## src/rtl/dcache_fill.sv

```systemverilog
// Purpose: moves a dcache line to/from a nibble-serial RAM (write-back, then fill) as cmd/addr/data nibbles.
// Latency: 1 cmd + NA addr cycles per direction; fill data reaches the cache 1 cycle after each mem_in nibble.
// Backpressure: none on the memory side beyond the mem_rdy wait (bounded by TIMEOUT); the cache is strobed unconditionally.
//
// Ports:
//   clk, reset (async, active-low)
//   start/push/pull/tag      : miss request from the cache, sampled only in IDLE
//   dwrite, rstrobe_d        : write-back data out of the cache (offset advances per strobe)
//   dread, wstrobe_d         : fill data into the cache (registered)
//   busy, done, err          : status; done/err are single-cycle pulses
//   mem_sel/mem_oe/mem_out   : serial memory bus driven by this block
//   mem_in/mem_rdy           : serial memory read return
module dcache_fill #(
    parameter int         LINE_LENGTH = 4,
    parameter int         PA          = 22,
    parameter logic [3:0] RD_CMD      = 4'hB,
    parameter logic [3:0] WR_CMD      = 4'h2,
    parameter int         TIMEOUT     = 255
) (
    input  logic                              clk,
    input  logic                              reset,
    input  logic                              start,
    input  logic                              push,
    input  logic                              pull,
    input  logic [PA-$clog2(LINE_LENGTH)-1:0] tag,
    input  logic [3:0]                        dwrite,
    output logic                              rstrobe_d,
    output logic                              wstrobe_d,
    output logic [3:0]                        dread,
    output logic                              busy,
    output logic                              done,
    output logic                              err,
    output logic                              mem_sel,
    output logic                              mem_oe,
    output logic [3:0]                        mem_out,
    input  logic [3:0]                        mem_in,
    input  logic                              mem_rdy
);

    localparam int TW   = PA - $clog2(LINE_LENGTH);
    localparam int NA   = (TW + 3) / 4;
    localparam int AW   = NA * 4;
    localparam int NN   = 2 * LINE_LENGTH;
    localparam int CMX0 = (TIMEOUT > NN) ? TIMEOUT : NN;
    localparam int CMAX = (CMX0 > NA) ? CMX0 : NA;
    localparam int CW   = $clog2(CMAX + 1);

    localparam logic [CW-1:0] NA_LAST  = CW'(NA - 1);
    localparam logic [CW-1:0] NIB_LAST = CW'(NN - 1);
    localparam logic [CW-1:0] NIB_CNT  = CW'(NN);
    localparam logic [CW-1:0] TO_CNT   = CW'(TIMEOUT);
    localparam logic [CW-1:0] CNT_ONE  = CW'(1);

    localparam logic [3:0] IDLE  = 4'd0;
    localparam logic [3:0] WCMD  = 4'd1;
    localparam logic [3:0] WADDR = 4'd2;
    localparam logic [3:0] WDATA = 4'd3;
    localparam logic [3:0] WGAP  = 4'd4;
    localparam logic [3:0] RCMD  = 4'd5;
    localparam logic [3:0] RADDR = 4'd6;
    localparam logic [3:0] RWAIT = 4'd7;
    localparam logic [3:0] RDATA = 4'd8;
    localparam logic [3:0] DONE  = 4'd9;

    logic [3:0]    state;
    logic [CW-1:0] cnt;
    logic [AW-1:0] addr_sr;   // zero-extended tag, shifted out MSB nibble first
    logic          dv;        // a read nibble is present on mem_in this cycle

    always_comb begin
        rstrobe_d = 1'b0;
        mem_sel   = 1'b0;
        mem_oe    = 1'b0;
        mem_out   = 4'h0;
        done      = 1'b0;
        err       = 1'b0;
        dv        = 1'b0;
        case (state)
            WCMD: begin
                mem_sel = 1'b1;
                mem_oe  = 1'b1;
                mem_out = WR_CMD;
            end
            WADDR, RADDR: begin
                mem_sel = 1'b1;
                mem_oe  = 1'b1;
                mem_out = addr_sr[AW-1 -: 4];
            end
            WDATA: begin
                // Cache data passes straight through so the strobe never gaps.
                mem_sel   = 1'b1;
                mem_oe    = 1'b1;
                rstrobe_d = 1'b1;
                mem_out   = dwrite;
            end
            RCMD: begin
                mem_sel = 1'b1;
                mem_oe  = 1'b1;
                mem_out = RD_CMD;
            end
            RWAIT: begin
                mem_sel = 1'b1;
                dv      = mem_rdy;
                err     = !mem_rdy && (cnt == TO_CNT);
            end
            RDATA: begin
                // cnt == NIB_CNT is the last cache-write cycle; the bus is already released.
                if (cnt != NIB_CNT) begin
                    mem_sel = 1'b1;
                    dv      = 1'b1;
                end
            end
            DONE: done = 1'b1;
            default: ;
        endcase
    end

    assign busy = (state != IDLE);

    always_ff @(posedge clk or negedge reset) begin
        if (!reset) begin
            state     <= IDLE;
            cnt       <= '0;
            addr_sr   <= '0;
            wstrobe_d <= 1'b0;
            dread     <= 4'h0;
        end else begin
            wstrobe_d <= dv;
            dread     <= dv ? mem_in : 4'h0;
            case (state)
                IDLE: begin
                    if (start && pull) begin
                        addr_sr <= AW'(tag);
                        cnt     <= '0;
                        state   <= push ? WCMD : RCMD;
                    end
                end
                WCMD: begin
                    cnt   <= '0;
                    state <= WADDR;
                end
                WADDR: begin
                    addr_sr <= addr_sr << 4;
                    if (cnt == NA_LAST) begin
                        cnt   <= '0;
                        state <= WDATA;
                    end else begin
                        cnt <= cnt + CNT_ONE;
                    end
                end
                WDATA: begin
                    if (cnt == NIB_LAST) begin
                        cnt   <= '0;
                        state <= WGAP;
                    end else begin
                        cnt <= cnt + CNT_ONE;
                    end
                end
                WGAP: begin
                    // The cache presents the missing line's tag once the victim is out.
                    addr_sr <= AW'(tag);
                    state   <= RCMD;
                end
                RCMD: begin
                    cnt   <= '0;
                    state <= RADDR;
                end
                RADDR: begin
                    addr_sr <= addr_sr << 4;
                    if (cnt == NA_LAST) begin
                        cnt   <= '0;
                        state <= RWAIT;
                    end else begin
                        cnt <= cnt + CNT_ONE;
                    end
                end
                RWAIT: begin
                    if (mem_rdy) begin
                        cnt   <= CNT_ONE;   // nibble 0 sampled this edge
                        state <= RDATA;
                    end else if (cnt == TO_CNT) begin
                        cnt   <= '0;
                        state <= IDLE;
                    end else begin
                        cnt <= cnt + CNT_ONE;
                    end
                end
                RDATA: begin
                    if (cnt == NIB_CNT) begin
                        cnt   <= '0;
                        state <= DONE;
                    end else begin
                        cnt <= cnt + CNT_ONE;
                    end
                end
                DONE: state <= IDLE;
                default: state <= IDLE;
            endcase
        end
    end

endmodule

```

## config.mk

```make
export PLATFORM = sky130hd
export DESIGN_NAME = dcache_fill
export DESIGN_NICKNAME = d
export VERILOG_FILES = /design/src/rtl/dcache_fill.sv
export SDC_FILE = /design/constraint.sdc
export NUM_CORES = 1
export LEC_CHECK = 0
export ABC_AREA = 1
export BUFFER_PORTS_ARGS = -buffer_cell sky130_fd_sc_hd__buf_2
export CORE_MARGIN = 4
export CORE_UTILIZATION = 58
export DETAILED_ROUTE_END_ITERATION = 6
export PLACE_DENSITY = 0.85
export RECOVER_POWER = 25
export SLEW_MARGIN = 10
export SYNTH_ARGS = -nofsm -noshare
export SYNTH_HDL_FRONTEND = slang
export SYNTH_SLANG_ARGS = --single-unit
export TNS_END_PERCENT = 30
```

## constraint.sdc

```tcl
create_clock -name clk -period 2.6 [get_ports clk]
set_clock_uncertainty 0.15 [all_clocks]
set_input_delay 0.39 -clock clk [delete_from_list [all_inputs] [get_ports clk]]
set_output_delay 0.39 -clock clk [all_outputs]
set_load 0.05 [all_outputs]
```

* Yosys cells after proc, flatten, opt, wreduce, memory -nomap -nowiden
Cells that the tools add are included.
Word-level totals: flip-flop bits (word level) 37, bits in latches 0, RAM bits 0, bits in read-only memories 0, output and inout port bits 15, logic and storage cells 67, memories kept 0
Operators by class: $add $sub $neg 1, multiply operators 0, div/mod/pow operators 0, magnitude comparators 0, equality and inequality tests 20, shift-type cells 0, muxes and demuxes 27, bitwise gates (word level) 0, reductions and logical operators 14
Operator list (number):
- $pmux 20 s3 | 1
- $mux 8 | 6
- $pmux 8 s6 | 1
- $pmux 4 s9 | 1
- $mux 4 | 8
- $mux 20 | 1
- $eq 4x3->1 const B | 4
- $eq 8x3->1 const B | 2
- $pmux 4 s4 | 1
- $ne 2x2->1 const B | 5
- $add 8x1->8 const B | 1
- $eq 4x2->1 const B | 2
- $eq 4x4->1 const B | 2
- $eq 8x4->1 const B | 1
- $eq 8x8->1 const B | 1
- $ne 8x4->1 const B | 1
- $reduce_and 6->1 | 1
- $reduce_bool 6->1 | 1
- $reduce_or 6->1 | 1
- $mux 1 | 5
- $reduce_or 5->1 | 1
- $eq 4x1->1 const B | 1
- $logic_not 4->1 | 1
- $pmux 1 s2 | 2
- 8 further kinds | 11

* Longest topological paths before layout
Gate-level depths: netlist of the first run.
word-level depth 4, gate-level depth with buffers 10

* Worst setup path after synthesis of the first run
No wires, ideal clock.
path kind reg-to-output, from register state[0], to output port mem_out[2], data arrival time 1.812 ns, data required time 2.060 ns, slack 0.248 ns, stages on the path, launching flop included 5, cells stage by stage dfrtp_1 > buf_6 > nor2_4 > nand2_4 > o21ai_0
On the way: cells in the longest elaborated chain, start to end 3
Ends and longest elaborated chain:
- from (decl) | RTL line 65 | logic [3:0] state;
- from (signal assigned) | RTL line 135 | state <= push ? WCMD : RCMD;
- $eq 4x3->1 / $eq 4x2->1 (equally long branches) | RTL line 78 | case (state)
- $reduce_or 2->1 (no source line)
- $pmux 4 s4 (*) | RTL line 78
- to (decl) | RTL line 35 | output logic [3:0] mem_out,
Every way passes the cells marked *; elsewhere a longest branch is shown, timed or not.

* Final worst setup path of the first run
from register state[0], to output port mem_out[0]
Same word-level chain as after synthesis.

==> results.py, run 1 <==
metrics = {
    "outcome": {
        "status": "complete, but fails checks",
        "violations": "max-capacitance violations, max-slew violations",
    },
    "cts": {
        "cts-resized-gates": 0,
        "path_clk_slew_ns": 0.07,
        "htreeDepth": 2,
        "ctsHoldBuffers": 0,
        "cts_num_sinks": 37,
        "clk_latency_ns": 0.29,
        "cts_root_buf": "clkbuf_8",
        "post_cts_buffers": 0,
        "cts_tree": "done",
        "cts_buffer_depth": 2,
        "cts_buffers": 5,
    },
    "pwr": {
        "clkPwrFrac_pct": 14.0,
        "power_mw": 3.00,
        "p_switching_mw": 1.53,
        "combPwrFrac_pct": 54.5,
        "pwr-share-seq_pct": 31.5,
        "p_int_mw": 1.47,
        "p_sw_share_pct": 51.0,
        "powerDensity_nw_per_um2": 1210,
        "p_leak_nw": 1.25,
        "peakVddDrop_mv": 0.779,
    },
    "critical_path": {
        "start_kind": "flop",
        "required_ns": 2.06,
        "crit_chain": "nand2_4 -> nor3_4 -> nand2_1 -> o211ai_1 -> buf_2",
        "path_class": "flop to output pin",
        "crit_arrival_ns": 1.81,
        "cp_slowest_cell": "dfrtp_1",
        "slowest_delay_ns": 0.69,
        "worstSetupEndpointType": "output pin",
        "crit_path_max_fanout": 10,
    },
    "final_layout": {
        "drive_gt1_share_pct": 24.3,
        "nets": 356,
        "final_util_pct": 71.8,
        "fin_cells": 367,
        "n_antenna_cell": 0,
        "layout.area.seq_um2": 926,
        "multiInputGateArea_um2": 977,
        "syn2layout_area_growth_pct": 15.2,
        "fillers": 288,
    },
    "global_routing": {
        "grtUsageTotal_pct": 21.7,
        "grt_max_degree": 41,
        "grt_overflow": 0,
        "grt_pass1_vias": 1665,
        "grt_pass1_wl_um": 7550,
        "antenna_found_initial": 0,
    },
    "timing": {
        "fin_setup_tns_ns": 0,
        "finalCritPeriodShare_pct": 90.6,
        "fmax_mhz": 425,
        "worstMarginPinSlew_ns": 1.96,
        "post-route-min-period_ns": 2.35,
        "finalHoldViolations": 0,
        "rsz0062_at_grt": "no",
        "holdWs_ns": 0.148,
        "max-slew-margin-rel_pct": -30.5,
        "setup_viol": 0,
        "drv_slew": 38,
    },
    "synthesis": {
        "syn_inst": 275,
        "ys_top_cells_by_area": "dfrtp_1, nand2_1, inv_1",
        "syn-num-nets": 311,
        "syn_area_um2": 2140,
        "ys_ff_latch": 37,
        "yosysMostFrequentCell": "nand2_1",
        "yosysTopAreaCellShare_pct": 43.2,
        "synth_cell_types": 29,
        "synth_ff_type": "dfrtp_1",
        "yosysTopAreaCell": "dfrtp_1",
        "syn_area_per_cell_um2": 7.80,
        "async_flop_share_pct": 100,
        "ys_warn_count": 0,
        "synth_edf_count": 0,
        "ys_seq_area_share_pct": 43.2,
        "yosys-top-cells-count": "nand2_1, inv_1, dfrtp_1",
    },
    "routing": {
        "drc_errors": 0,
        "vias": 1890,
        "ant_nets": 0,
        "routed_via_density": 5.15,
        "drt_iter0_drc": 168,
        "avgRoutedWirePerCell_um": 12.3,
        "wl_um": 4500,
        "first_pass_iters": 4,
    },
    "hold_path": {
        "hold_path_class": "input pin to flop",
    },
    "placed_design": {
        "place_inst": 359,
        "place.gp.congestion": 0.872,
        "dp_hpwl_um": 3390,
        "io_buffers": 48,
    },
    "die": {
        "io_pins": 49,
        "fp-row-count": 21,
        "die-area_um2": 4730,
        "die_w_um": 68.8,
        "dieHeight_um": 68.8,
        "initial_core_util_pct": 62.3,
        "core_um2": 3440,
    },
    "job": {
        "maxCapViolCount": 1,
    },
}
## per-stage QoR
step	instance area, um^2	worst slack (ns)
5_1_grt	2470	0.129
2_1_floorplan	2140	0.248
3_3_place_gp	2380	0.595
3_5_place_dp	2380	0.564
4_1_cts	2470	0.246
6_report	2470	0.246
## layout make-up
type	instances	area share [%]
multi-input combinational	182	39.5
sequential	37	37.5
timing repair buffer	48	9.67
inverter	46	7.09
clock buffer	6	3.34
tap	46	2.33
clock inverter	2	0.557
## sequential cells by signal, summed over array words and instances, names as in the netlist
register,flops
addr_sr,20
cnt,8
dread,4
state,4
wstrobe_d,1
## critical path: cells and delay by family (launching register included)
| family | cells | cell delay [ns] |
|---|---|---|
| buf+inv | 1 | 0.29 |
| compound gates | 1 | 0.09 |
| flops | 1 | 0.69 |
| simple gates | 3 | 0.46 |
## power by group through the flow
stage               Combinational (mW)  Sequential, mW  Clock, mW
floorplan                         1.43           0.890          0
global placement                  1.60           0.946          0
detailed placement                1.63           0.953          0
CTS                               1.64           0.942      0.429
global route                      1.84           0.967      0.457
finish                            1.63           0.944      0.420
## worst paths after layout
kind | cells after the start | startpoint | end | slack [ns]
worst max-delay path | 5 | state[0] | mem_out[0] | 0.25
worst min-delay path | 3 | mem_in[1] | dread[1] | 0.15
worst max register to register | 8 | state[0] | state[1] | 0.55
worst min register to register | 2 | addr_sr[14] | addr_sr[14] | 0.40
max in group asynchronous | 1 | reset | cnt[4] | 0.68
min in group asynchronous | 1 | reset | addr_sr[18] | 0.49
## cells in the final DEF, fill, tap and decap left out, types with 2 or more instances in the layout
cell type / Yosys / routed
nand2_2: 3 / 3
ha_1: 2 / 2
o31ai_1: 2 / 2
nor3_1: 2 / 2
inv_1: 39 / 39
clkbuf_8: 0 / 6
o21ai_0: 29 / 29
nand3_1: 13 / 13
xor2_1: 2 / 2
nor2_1: 34 / 34
o211ai_1: 19 / 19
buf_2: 3 / 47
nor2_4: 2 / 2
inv_2: 6 / 6
nor2_2: 3 / 3
nand3_2: 3 / 3
dfrtp_1: 37 / 37
nand2_4: 3 / 3
xnor2_1: 2 / 2
o21ai_1: 7 / 7
nand2_1: 50 / 50
nand4_1: 2 / 2
## kinds of logic after synthesis
group	after synthesis	synth area share, %
XOR/XNOR	4	1.63
buffers and inverters	56	11.3
adder cells (fa/ha/maj)	2	1.17
AND/OR/NAND/NOR	117	26.3
flip-flops	37	43.2
AO/OA/AOI/OAI	59	16.5
## metal layers
layer  up-vias  GRT usage [%]  routed length [um]
met5         -              0                   0
met4         0           5.11                  42
met3         5           6.00                 311
met2        52           32.4                1980
met1       854           31.2                2170
li1        979              -                   -
Note: power is estimated with default switching activity, not from simulation.
==> run 2: changes to the inputs <==
Clock period 2.6 ns to 3 ns, I/O delays scaled along.
==> run 2 against run 1 <==
The run still ends with max-capacitance violations, max-slew violations left; power down 12%; global-route usage down 0.58 points; largest power group unchanged; critical endpoint is now mem_out[2]; sequential power down 13%.
==> results.py, run 2 (same netlist as run 1, synthesis figures left out) <==
metrics = {
    "timing": {
        "rsz0062_at_grt": "no",
        "fmax_mhz": 411,
        "post-route-min-period_ns": 2.43,
        "postLayoutSetupSlackWorst_ns": 0.566,
        "finalCritPeriodShare_pct": 81.1,
        "worstMarginPinSlew_ns": 1.96,
        "finalHoldViolations": 0,
        "max-slew-margin-rel_pct": -30.8,
        "fin_setup_tns_ns": 0,
        "setup_viol": 0,
        "drv_slew": 38,
    },
    "routing": {
        "wl_um": 4720,
        "drc_errors": 0,
        "drt_iter0_drc": 150,
        "avgRoutedWirePerCell_um": 12.9,
        "routed_via_density": 5.29,
        "first_pass_iters": 4,
        "ant_nets": 0,
        "vias": 1936,
    },
    "die": {
        "die_w_um": 68.8,
        "core_um2": 3440,
        "io_pins": 49,
        "fp-row-count": 21,
        "initial_core_util_pct": 62.3,
        "die-area_um2": 4730,
        "dieHeight_um": 68.8,
    },
    "critical_path": {
        "crit_start": "state[0]",
        "required_ns": 2.40,
        "r2r-start": "state[0]",
        "crit_path_max_fanout": 10,
        "start_kind": "flop",
        "worstSetupEndpointType": "output pin",
        "path_class": "flop to output pin",
        "crit_arrival_ns": 1.83,
    },
    "global_routing": {
        "grtUsageTotal_pct": 21.1,
        "grt_max_degree": 41,
        "grt_pass1_vias": 1705,
        "antenna_found_initial": 0,
        "grt_pass1_wl_um": 7430,
        "grt_overflow": 0,
    },
    "final_layout": {
        "layout_common_cells": "nand2_1, buf_2, inv_1, dfrtp_1, nor2_1",
        "n_antenna_cell": 0,
        "syn2layout_area_growth_pct": 15.6,
        "fillers": 298,
        "nets": 356,
        "drive_gt1_share_pct": 24.1,
        "layout_commonest_cell": "nand2_1",
        "regMostFlops": "addr_sr",
        "largest_register_ffs": 20,
        "reg.largest.list": "addr_sr x20, cnt x8",
    },
    "cts": {
        "cts_buffer_depth": 2,
        "path_clk_slew_ns": 0.07,
        "clk_latency_ns": 0.28,
        "ctsHoldBuffers": 0,
        "post_cts_buffers": 0,
        "cts_num_sinks": 37,
        "cts-resized-gates": 0,
        "cts_buffers": 5,
        "htreeDepth": 2,
        "cts_tree": "done",
        "cts_root_buf": "clkbuf_8",
    },
    "placed_design": {
        "dp_hpwl_um": 3540,
        "pre_cts_ws_ns": 0.885,
        "place.gp.congestion": 0.847,
        "io_buffers": 48,
    },
    "outcome": {
        "status": "complete, but fails checks",
        "violations": "max-capacitance violations, max-slew violations",
    },
    "hold_path": {
        "min_from": "mem_in[0]",
        "hold_path_class": "input pin to flop",
    },
    "pwr": {
        "p_leak_nw": 1.25,
        "powerDensity_nw_per_um2": 1070,
        "peakVddDrop_mv": 0.601,
    },
    "job": {
        "maxCapViolCount": 1,
    },
}
[run 2: cell count changes in the layout (fill, tap and decap cells not counted), sizes merged]
cell and change:
bufinv +1, clkbuf -1, clkinv -1
[run 2: final cells by class]
cell class	count	area, um^2	share of cell area [%]
multi-input cells	182	977	39.4
flip-flops and latches	37	926	37.4
repair buffers	48	239	9.64
inverters	46	175	7.07
clock buffers	5	68.8	2.78
well taps	46	57.6	2.32
clock inverters	2	35.0	1.41
[run 2: path summary, 6_finish.rpt]
| kind | slack, ns | cells past startpoint | end |
|---|---|---|---|
| setup / recovery | 0.57 | 5 | mem_out[2] |
| hold / removal | 0.22 | 3 | dread[0] |
| setup reg to reg | 0.88 | 8 | state[2] |
| hold reg to reg | 0.39 | 2 | addr_sr[7] |
| max in group asynchronous | 1.00 | 1 | addr_sr[18] |
| min in group asynchronous | 0.56 | 1 | state[1] |
[run 2: report_power, final]
| group | internal, mW | switching (mW) |
|---|---|---|
| clock network | 0.241 | 0.164 |
| logic | 0.406 | 1.02 |
| registers | 0.681 | 0.136 |
[run 2: metal layers]
layer,vias to the layer above,share of wire (%),GRT usage [%],wire [um]
met1,895,45,27.9,2120
met3,6,7.3,5.83,343
met4,0,0.85,5.35,40
met5,-,0,0,0
li1,974,-,-,-
met2,61,47,34.2,2220
[run 2: worst max-delay path: stages (launching register included)]
cell,delay (ns)
dfrtp_1,0.67
nand2_4,0.12
nor3_4,0.26
nand2_1,0.10
o21ai_0,0.10
buf_2,0.29
[run 2: stage by stage]
step | util, % | hold slack [ns] | cells | power (mW) | cell area, um^2
2_1_floorplan | - | 0.00441 | 275 | 2.01 | 2140
3_3_place_gp | 69.0 | 0.367 | 359 | 2.21 | 2380
3_5_place_dp | 69.0 | 0.377 | 359 | 2.25 | 2380
4_1_cts | 72.0 | 0.138 | 366 | 2.66 | 2480
5_1_grt | 72.0 | 0.222 | 366 | 2.86 | 2480
6_report | 72.0 | 0.221 | 366 | 2.65 | 2480
